### src/rtl/tw_pkg.sv
// Shared constants for the territory tally: player colours, screen geometry,
// counter width and the tally FSM encoding.
package tw_pkg;

  localparam int X_CELLS = 160;
  localparam int Y_CELLS = 120;
  localparam int CNT_W   = 15;

  localparam logic [2:0] P1_C = 3'b001;
  localparam logic [2:0] P2_C = 3'b010;
  localparam logic [2:0] P3_C = 3'b100;
  localparam logic [2:0] P4_C = 3'b110;

  localparam logic [11:0] ORDER_RST = {P1_C, P2_C, P3_C, P4_C};

  typedef enum logic [3:0] {
    S_IDLE,
    S_SCAN,
    S_DRAIN,
    S_SORT0,
    S_SORT1,
    S_SORT2,
    S_SORT3,
    S_SORT4,
    S_DONE
  } tw_state_t;

endpackage

### src/rtl/tally_cas.sv
// One compare-and-swap cell on {count, colour} pairs; the larger count leaves
// on hi, and equal counts pass straight through so earlier players keep rank.
module tally_cas #(
  parameter int CNT_W = 15
) (
  input  logic [CNT_W+2:0] a,
  input  logic [CNT_W+2:0] b,
  output logic [CNT_W+2:0] hi,
  output logic [CNT_W+2:0] lo
);

  logic swap;

  assign swap = b[CNT_W+2:3] > a[CNT_W+2:3];
  assign hi   = swap ? b : a;
  assign lo   = swap ? a : b;

endmodule

### src/rtl/territory_tally.sv
// Scans the visible game-state RAM, counts cells per player and ranks the
// players by area for the end-of-game podium.
module territory_tally
  import tw_pkg::*;
(
  input  logic             CLOCK_50,
  input  logic             resetn,
  input  logic             start,
  output logic [14:0]      ram_address,
  input  logic [2:0]       ram_q,
  output logic             busy,
  output logic             done,
  output logic [CNT_W-1:0] p1_count,
  output logic [CNT_W-1:0] p2_count,
  output logic [CNT_W-1:0] p3_count,
  output logic [CNT_W-1:0] p4_count,
  output logic [11:0]      ordered_colours
);

  localparam logic [7:0] X_LAST = 8'(X_CELLS - 1);
  localparam logic [6:0] Y_LAST = 7'(Y_CELLS - 1);

  tw_state_t state, state_nxt;

  logic [7:0]       x_p0;
  logic [6:0]       y_p0;
  logic             scan_end_p0;
  logic             issue_p0;
  logic             vld_p1;
  logic             accept;
  logic             sorting;
  logic [1:0]       idx_a, idx_b;
  logic [CNT_W+2:0] cas_a, cas_b, cas_hi, cas_lo;
  logic [CNT_W+2:0] slot_p2  [4];
  logic [CNT_W+2:0] slot_nxt [4];

  assign accept      = start && (state == S_IDLE || state == S_DONE);
  assign issue_p0    = (state == S_SCAN) && !scan_end_p0;
  assign ram_address = {x_p0, y_p0};

  always_ff @(posedge CLOCK_50 or negedge resetn) begin
    if (!resetn) state <= S_IDLE;
    else         state <= state_nxt;
  end

  always_comb begin
    state_nxt = state;
    busy      = 1'b0;
    done      = 1'b0;
    sorting   = 1'b0;
    unique case (state)
      S_IDLE:  if (start) state_nxt = S_SCAN;
      S_SCAN:  begin busy = 1'b1; if (scan_end_p0) state_nxt = S_DRAIN; end
      S_DRAIN: begin busy = 1'b1; state_nxt = S_SORT0; end
      S_SORT0: begin busy = 1'b1; sorting = 1'b1; state_nxt = S_SORT1; end
      S_SORT1: begin busy = 1'b1; sorting = 1'b1; state_nxt = S_SORT2; end
      S_SORT2: begin busy = 1'b1; sorting = 1'b1; state_nxt = S_SORT3; end
      S_SORT3: begin busy = 1'b1; sorting = 1'b1; state_nxt = S_SORT4; end
      S_SORT4: begin busy = 1'b1; sorting = 1'b1; state_nxt = S_DONE; end
      S_DONE:  begin done = 1'b1; if (start) state_nxt = S_SCAN; end
      default: state_nxt = S_IDLE;
    endcase
  end

  // p0: address issue, y inner / x outer; the last address is held one extra
  // cycle so the FSM leaves SCAN only after its read has returned
  always_ff @(posedge CLOCK_50 or negedge resetn) begin
    if (!resetn) begin
      x_p0        <= '0;
      y_p0        <= '0;
      scan_end_p0 <= 1'b0;
      vld_p1      <= 1'b0;
    end else begin
      vld_p1 <= issue_p0;
      if (accept) begin
        x_p0        <= '0;
        y_p0        <= '0;
        scan_end_p0 <= 1'b0;
      end else if (issue_p0) begin
        if (x_p0 == X_LAST && y_p0 == Y_LAST) begin
          scan_end_p0 <= 1'b1;
        end else if (y_p0 == Y_LAST) begin
          y_p0 <= '0;
          x_p0 <= x_p0 + 8'd1;
        end else begin
          y_p0 <= y_p0 + 7'd1;
        end
      end
    end
  end

  // p1: ram_q aligned with vld_p1; non-player colours are simply not counted
  always_ff @(posedge CLOCK_50 or negedge resetn) begin
    if (!resetn) begin
      p1_count <= '0;
      p2_count <= '0;
      p3_count <= '0;
      p4_count <= '0;
    end else if (accept) begin
      p1_count <= '0;
      p2_count <= '0;
      p3_count <= '0;
      p4_count <= '0;
    end else if (vld_p1) begin
      case (ram_q)
        P1_C:    p1_count <= p1_count + CNT_W'(1);
        P2_C:    p2_count <= p2_count + CNT_W'(1);
        P3_C:    p3_count <= p3_count + CNT_W'(1);
        P4_C:    p4_count <= p4_count + CNT_W'(1);
        default: ;
      endcase
    end
  end

  // p2: five-step sorting network, one compare-and-swap per clock
  always_comb begin
    idx_a = 2'd0;
    idx_b = 2'd1;
    case (state)
      S_SORT1: begin idx_a = 2'd2; idx_b = 2'd3; end
      S_SORT2: begin idx_a = 2'd0; idx_b = 2'd2; end
      S_SORT3: begin idx_a = 2'd1; idx_b = 2'd3; end
      S_SORT4: begin idx_a = 2'd1; idx_b = 2'd2; end
      default: ;
    endcase
    cas_a    = slot_p2[idx_a];
    cas_b    = slot_p2[idx_b];
    slot_nxt = slot_p2;
    if (sorting) begin
      slot_nxt[idx_a] = cas_hi;
      slot_nxt[idx_b] = cas_lo;
    end
  end

  tally_cas #(.CNT_W(CNT_W)) u_cas (
    .a  (cas_a),
    .b  (cas_b),
    .hi (cas_hi),
    .lo (cas_lo)
  );

  always_ff @(posedge CLOCK_50) begin
    if (state == S_DRAIN) begin
      slot_p2[0] <= {p1_count, P1_C};
      slot_p2[1] <= {p2_count, P2_C};
      slot_p2[2] <= {p3_count, P3_C};
      slot_p2[3] <= {p4_count, P4_C};
    end else begin
      slot_p2 <= slot_nxt;
    end
  end

  always_ff @(posedge CLOCK_50 or negedge resetn) begin
    if (!resetn)
      ordered_colours <= ORDER_RST;
    else if (state == S_SORT4)
      ordered_colours <= {slot_nxt[0][2:0], slot_nxt[1][2:0],
                          slot_nxt[2][2:0], slot_nxt[3][2:0]};
  end

endmodule

### config.mk
export PLATFORM = sky130hd
export DESIGN_NAME = territory_tally
export DESIGN_NICKNAME = d
export VERILOG_FILES = /design/src/rtl/tw_pkg.sv /design/src/rtl/tally_cas.sv /design/src/rtl/territory_tally.sv
export SDC_FILE = /design/constraint.sdc
export NUM_CORES = 1
export LEC_CHECK = 0
export ABC_AREA = 1
export CAP_MARGIN = 20
export CORE_MARGIN = 2
export CORE_UTILIZATION = 60
export DETAILED_ROUTE_END_ITERATION = 7
export GPL_TIMING_DRIVEN = 1
export PLACE_DENSITY_LB_ADDON = 0.3
export SYNTH_ARGS = -nofsm -noshare
export SYNTH_HDL_FRONTEND = slang
export SYNTH_SLANG_ARGS = --single-unit
### constraint.sdc
create_clock -name CLOCK_50 -period 4.5 [get_ports CLOCK_50]
set_input_delay 1.125 -clock CLOCK_50 [delete_from_list [all_inputs] [get_ports CLOCK_50]]
set_output_delay 1.125 -clock CLOCK_50 [all_outputs]
set_load 0.05 [all_outputs]
* After elaboration in Yosys (flattened, before gate mapping)
Cells that the tools add are included.
** Storage, ports and cells
- Memories kept :: 0
- Flip-flop bits (word level) :: 165
- Output and inout bits :: 89
- Memory bits (writable) :: 0
- Input bits :: 6
- Memory bits (read-only) :: 0
- Bits in latches :: 0
** Cells by class
- Bitwise logic cells :: 2
- Multiplexer cells :: 47
- Reduce and logical (&&, ||, !) cells :: 31
- Add/subtract/negate cells :: 6
- Order comparisons :: 5
- Div/mod/pow operators :: 0
- Shifts and indexed selects :: 0
- Multiply operators :: 0
- Equal/unequal tests :: 17
** Operator list (number)
- $mux 15 :: 12
- $bwmux 72 :: 2
- $mux 18 :: 8
- $mux 72 :: 2
- $bmux 18 s2 :: 2
- $demux 18 s2 :: 2
- $add 15x1->15 const B :: 4
- $mux 8 :: 4
- $pmux 4 s8 :: 1
- $mux 7 :: 4
- $reduce_bool 2->1 :: 9
- $eq 4x3->1 const B :: 4
- $gt 15x15->1 :: 1
- $reduce_and 2->1 :: 7
- $add 8x1->8 const B :: 1
- $eq 4x2->1 const B :: 2
- $eq 8x8->1 const B :: 1
- $mux 4 :: 2
- $pmux 2 s2 :: 2
- $reduce_or 2->1 :: 4
- $add 7x1->7 const B :: 1
- $eq 7x7->1 const B :: 1
- $reduce_or 7->1 :: 1
- $eq 3x3->1 const B :: 2
- 16 further kinds :: 29

* Logic depth before layout (Yosys ltp)
- Depth in word-level cells :: 13
- Depth in mapped cells :: 24
- Depth with buffers taken out :: 22

* Hierarchy
A second synthesis with hierarchy kept.
** Second synthesis, totals
- Cell total of the unflattened synthesis :: 1429
- Area total of the unflattened synthesis :: 10385.0 µm²
** Modules (own cells, without submodules)
- territory_tally :: times used 1, area each 9407.8 µm², cells each 1237
- tally_cas :: times used 1, area each 977.2 µm², cells each 192

* Worst setup path before layout
Ideal clock, no wire load.
- Kind :: reg-to-reg
- From :: register state[2]
- To :: register slot_p2[27] (netlist name) (data pin)
- Path slack :: 1.508 ns
- Setup time :: 0.254 ns
- Cell stages (with the launch flop) :: 22
- Required time :: 4.246 ns
- Arrival :: 2.739 ns
- Cell sequence :: dfrtp_1 -> inv_2 -> nor2_8 -> nand2_1 -> clkinv_1 -> nand2_1 -> o21ai_0 -> nor2_1 -> inv_2 -> ha_1 -> nand2_1 -> nor2_1 -> inv_1 -> nor2_2 -> nand4_4 -> nand2_2 -> buf_2 -> nor2_1 -> a21oi_1 -> nand2_1 -> nand2_1 -> nand2_1
** On the way
- Word-level cells in the longest chain between the ends :: 13
** Ends and longest elaborated chain
- start: declaration :: line territory_tally.sv:23 : tw_state_t state, state_nxt;
- start signal: assignment :: line territory_tally.sv:43 : else state <= state_nxt;
- $eq 4x3->1 :: line territory_tally.sv:119 : case (state)
- $reduce_or 2->1 (no line)
- $pmux 2 s2 :: line territory_tally.sv:119
- $not 2->3 (on tied branches)
- $bmux 18 s2 (on tied branches) :: line territory_tally.sv:127, territory_tally.sv:126
- $mux 18 (on tied branches) (2 in series) :: line territory_tally.sv:127, territory_tally.sv:126
- $gt 15x15->1 :: line tally_cas.sv:14 : assign swap = b[CNT_W+2:3] > a[CNT_W+2:3];
- $mux 18 :: line tally_cas.sv:15 : assign hi = swap ? b : a;
- $bwmux 72 :: line territory_tally.sv:130 : slot_nxt[idx_a] = cas_hi;
- $bwmux 72 :: line territory_tally.sv:131 : slot_nxt[idx_b] = cas_lo;
- $mux 72 :: line territory_tally.sv:129 : if (sorting) begin
- $mux 72 * :: line territory_tally.sv:143 : if (state == S_DRAIN) begin
- end signal: assignment :: line territory_tally.sv:149 : slot_p2 <= slot_nxt;
- end: declaration :: line territory_tally.sv:34 : logic [CNT_W+2:0] slot_p2 [4];
Mark *: on every way between the ends. The rest lies on a longest branch, timed or not. The select of a mux whose other input is x is not followed.
A chain may end at the register's enable or synchronous reset.

* Final worst setup path
Same ends and word-level chain as after synthesis.

==> results.txt <==
----------------------------------------------------
[STA]
  Part of the cycle the worst path needs ... 0.890
  Highest achievable clock rate ... 0.250 GHz
  Unrepaired setup endpoints after global routing ... no
  Max-slew headroom ... 0.303
  Setup clock skew after layout ... 0.00962 ns
  Final Hold Violating Endpoints ... 0
  Slew @ Worst Pin ... 1.05 ns
  Shortest clock period the worst path allows after layout ... 4.01 ns
  Post-Route Setup TNS ... 0 ns
  Count of endpoints failing setup in the final report ... 0
  Max-slew violations ... 0

[Worst setup path]
  Kind of end point of the critical path ... register
  Crit path max fanout ... 28
  Endpoint arrival time on the critical path ... 4.31 ns
  WS Path Type ... reg -> reg
  Required @ worst endpoint ... 4.80 ns
  End of the worst register-to-register path ... slot_p2[27]
  Critical Path Source Type ... register
  Reg-to-Reg Start ... state[2]
  Worst-case register-to-register setup slack ... 0.49 ns
  FF-to-FF path depth ... 21

[Drt]
  Routed WL ... 28.2 mm
  DRC violation count after routing ... 0
  Vias per Instance ... 5.95
  Remaining antenna violation count after routing ... 0
  DR iter-0 viols ... 1266
  Total number of vias ... 9503
  Number of optimization iterations in the first detailed-route pass ... 6
  Wire length per cell after detailed routing ... 17.6 um

[Finish]
  Most common library cell in the layout ignoring fill and taps ... sky130_fd_sc_hd__nand2_1
  Synthesis-to-finish area growth ... 17.5%
  FF+latch area ... 4380 um^2
  Top library cells by usage in the layout, fill and taps aside ... sky130_fd_sc_hd__nand2_1 (359), sky130_fd_sc_hd__inv_1 (140), sky130_fd_sc_hd__nor2_1 (101)
  Fin nets ... 1396
  Area taken by multi-input logic gates ... 4580 um^2
  Share of post-route cells with drive strength above 1 ... 0.0854
  Diode count ... 0
  Filler cell count ... 1262

[Clock tree]
  Number of sinks on the clock net ... 165
  Clk Latency, worst-skew pair ... 0.43 ns
  CTS tree ... yes
  Register clock-pin slew on the reported worst setup and hold paths ... 0.06 ns
  Total clock buffers created by CTS ... 17
  Total of cells resized after clock tree synthesis ... 0
  Post-CTS Hold Fix Bufs ... 0
  # Post-CTS Setup Buffers ... 0
  # H-tree levels ... 4
  CTS Root Cell ... sky130_fd_sc_hd__clkbuf_16
  CTS max path bufs ... 2

[Global routing]
  Vias in the first global route ... 8913
  Global Route met1 Usage ... 0.429
  Global-route wire length before repair ... 45.1 mm
  Total congestion overflow after global routing ... 0
  Met2 demand-to-capacity share in global routing ... 0.511
  Pin count of the biggest net entering global routing ... 64
  Number of antenna violations at the first check in global routing ... 0
  Peak-usage layer in the global routing report ... met2
  Met3 Use GR ... 0.0748
  Total track usage ... 0.328

[Synth]
  Post-synth cell types ... 55
  Most frequently used flop master after synthesis ... sky130_fd_sc_hd__dfrtp_1
  Share of synthesized area occupied by flip-flops and latches ... 0.448
  Flip-flop and latch count after synthesis ... 165
  Async set-or-reset flop fraction in the synthesized netlist ... 0.564
  Cell area after synthesis ... 9760 um^2
  Number of instances in the synthesized netlist ... 1280
  Syn nets ... 1307
  Number of enable-type register cells in the synthesized netlist ... 60
  Average instance area after synthesis ... 7.63 um^2
  Synthesis warning total ... 0

[Placed design]
  Gpl congestion ... 0.932
  Number of I/O port buffers ... 94
  Final HPWL from detailed placement ... 19.4 mm

[Die]
  Top-level port count ... 95
  Overall die width ... 132 um
  Initial cell density of the core ... 0.615
  Core Area ... 15900 um^2
  Number of placement rows ... 46
  Die H ... 132 um
  Area enclosed by the die boundary ... 17300 um^2

[Run]
  Count of max-cap constraint violations ... 0

[Hold path]
  Hold Path Stages ... 2
  Endpoint with the worst hold slack ... ordered_colours[2]
  Startpoint of the lowest-slack hold path ... ordered_colours[2]
  Kind of path behind the tightest hold check ... reg -> reg

[Outcome]
  Outcome ... finished, final reports clean

----------------------------------------------------
[Yosys cell counts, types with 12 or more instances]
library cell | count | share of area
sky130_fd_sc_hd__a21oi_1 | 58 | 0.030
sky130_fd_sc_hd__dfrtp_1 | 88 | 0.23
sky130_fd_sc_hd__nor3_1 | 26 | 0.013
sky130_fd_sc_hd__o22ai_1 | 27 | 0.017
sky130_fd_sc_hd__ha_1 | 21 | 0.027
sky130_fd_sc_hd__inv_1 | 140 | 0.054
sky130_fd_sc_hd__nor2_1 | 102 | 0.039
sky130_fd_sc_hd__nand3_1 | 97 | 0.050
sky130_fd_sc_hd__o21ai_0 | 90 | 0.046
sky130_fd_sc_hd__dfxtp_1 | 12 | 0.025
sky130_fd_sc_hd__nand2_1 | 359 | 0.14
sky130_fd_sc_hd__and2_1 | 12 | 0.0077
sky130_fd_sc_hd__nand4_1 | 16 | 0.010
sky130_fd_sc_hd__o21ai_1 | 18 | 0.0092
sky130_fd_sc_hd__edfxtp_1 | 60 | 0.18
sky130_fd_sc_hd__buf_2 | 13 | 0.0067
sky130_fd_sc_hd__clkbuf_1 | 24 | 0.0092
[final cells by class]
type                       count  area share
tap                          216      0.0236
sequential                   165       0.381
timing repair buffer         117      0.0980
inverter                     156      0.0515
clock buffer                  24      0.0421
multi-input combinational    912       0.399
clock inverter                 8     0.00415
[stage by stage]
stage | utilization | cells | hold WS (ns) | area, um^2 | worst slack, ns
after floorplan | - | 1280 | 0.431 | 9760 | 1.51
after global placement | 0.689 | 1566 | 0.454 | 10900 | 0.750
after detailed placement | 0.689 | 1566 | 0.457 | 10900 | 0.677
after CTS | 0.722 | 1598 | 0.467 | 11500 | 0.592
after global routing | 0.722 | 1598 | 0.488 | 11500 | 0.146
final | 0.722 | 1598 | 0.463 | 11500 | 0.494
[worst max path at each step]
stage          startpoint     endpoint  cells after the start
2_1_floorplan    state[2]  slot_p2[27]                     21
3_5_place_dp     state[2]  slot_p2[30]                     20
4_1_cts          state[2]  slot_p2[27]                     22
6_report         state[2]  slot_p2[27]                     21
5_1_grt          state[2]  slot_p2[27]                     22
3_3_place_gp     state[2]  slot_p2[22]                     22
[worst max-delay path, cell delays in order, from the launching register on]
cell and delay [ns]:
sky130_fd_sc_hd__dfrtp_1 0.49, sky130_fd_sc_hd__inv_2 0.10, sky130_fd_sc_hd__nor2_8 0.39, sky130_fd_sc_hd__o21ai_2 0.17
sky130_fd_sc_hd__inv_4 0.25, sky130_fd_sc_hd__o21ai_0 0.12, sky130_fd_sc_hd__nor2_1 0.20, sky130_fd_sc_hd__inv_2 0.07
sky130_fd_sc_hd__ha_1 0.30, sky130_fd_sc_hd__nand2_1 0.08, sky130_fd_sc_hd__nor2_1 0.21, sky130_fd_sc_hd__inv_1 0.08
sky130_fd_sc_hd__nor2_2 0.19, sky130_fd_sc_hd__nand4_4 0.10, sky130_fd_sc_hd__nand2_2 0.23, sky130_fd_sc_hd__buf_4 0.23
sky130_fd_sc_hd__inv_1 0.09, sky130_fd_sc_hd__nand2_1 0.08, sky130_fd_sc_hd__nand2_1 0.07, sky130_fd_sc_hd__o21ai_0 0.22
sky130_fd_sc_hd__nand2_1 0.11, sky130_fd_sc_hd__nand2_1 0.07
[cell families (layout without fill, tap and decap cells)]
group / Yosys count / in the layout / synth area share
xor+xnor: 5 / 5 / 0.00449
buf+inv: 203 / 305 / 0.0834
compound gates: 227 / 227 / 0.131
simple gates: 659 / 659 / 0.306
flops: 165 / 165 / 0.448
fa+ha+maj: 21 / 21 / 0.0269
[metal layers]
layer	vias up	part of all wire
met1	4341	0.39
met4	0	0.052
li1	4438	-
met2	606	0.45
met3	118	0.11
met5	-	0
[registers in the layout, indices dropped and copies added, names as in the netlist]
name and cells:
ordered_colours 12, p1_count 15, p2_count 15, p3_count 15, p4_count 15, scan_end_p0 1
slot_p2 72, state 4, vld_p1 1, x_p0 8, y_p0 7
Power is not shown: default switching activity piles up to over one toggle a cycle in this logic, so the estimate is an artifact.
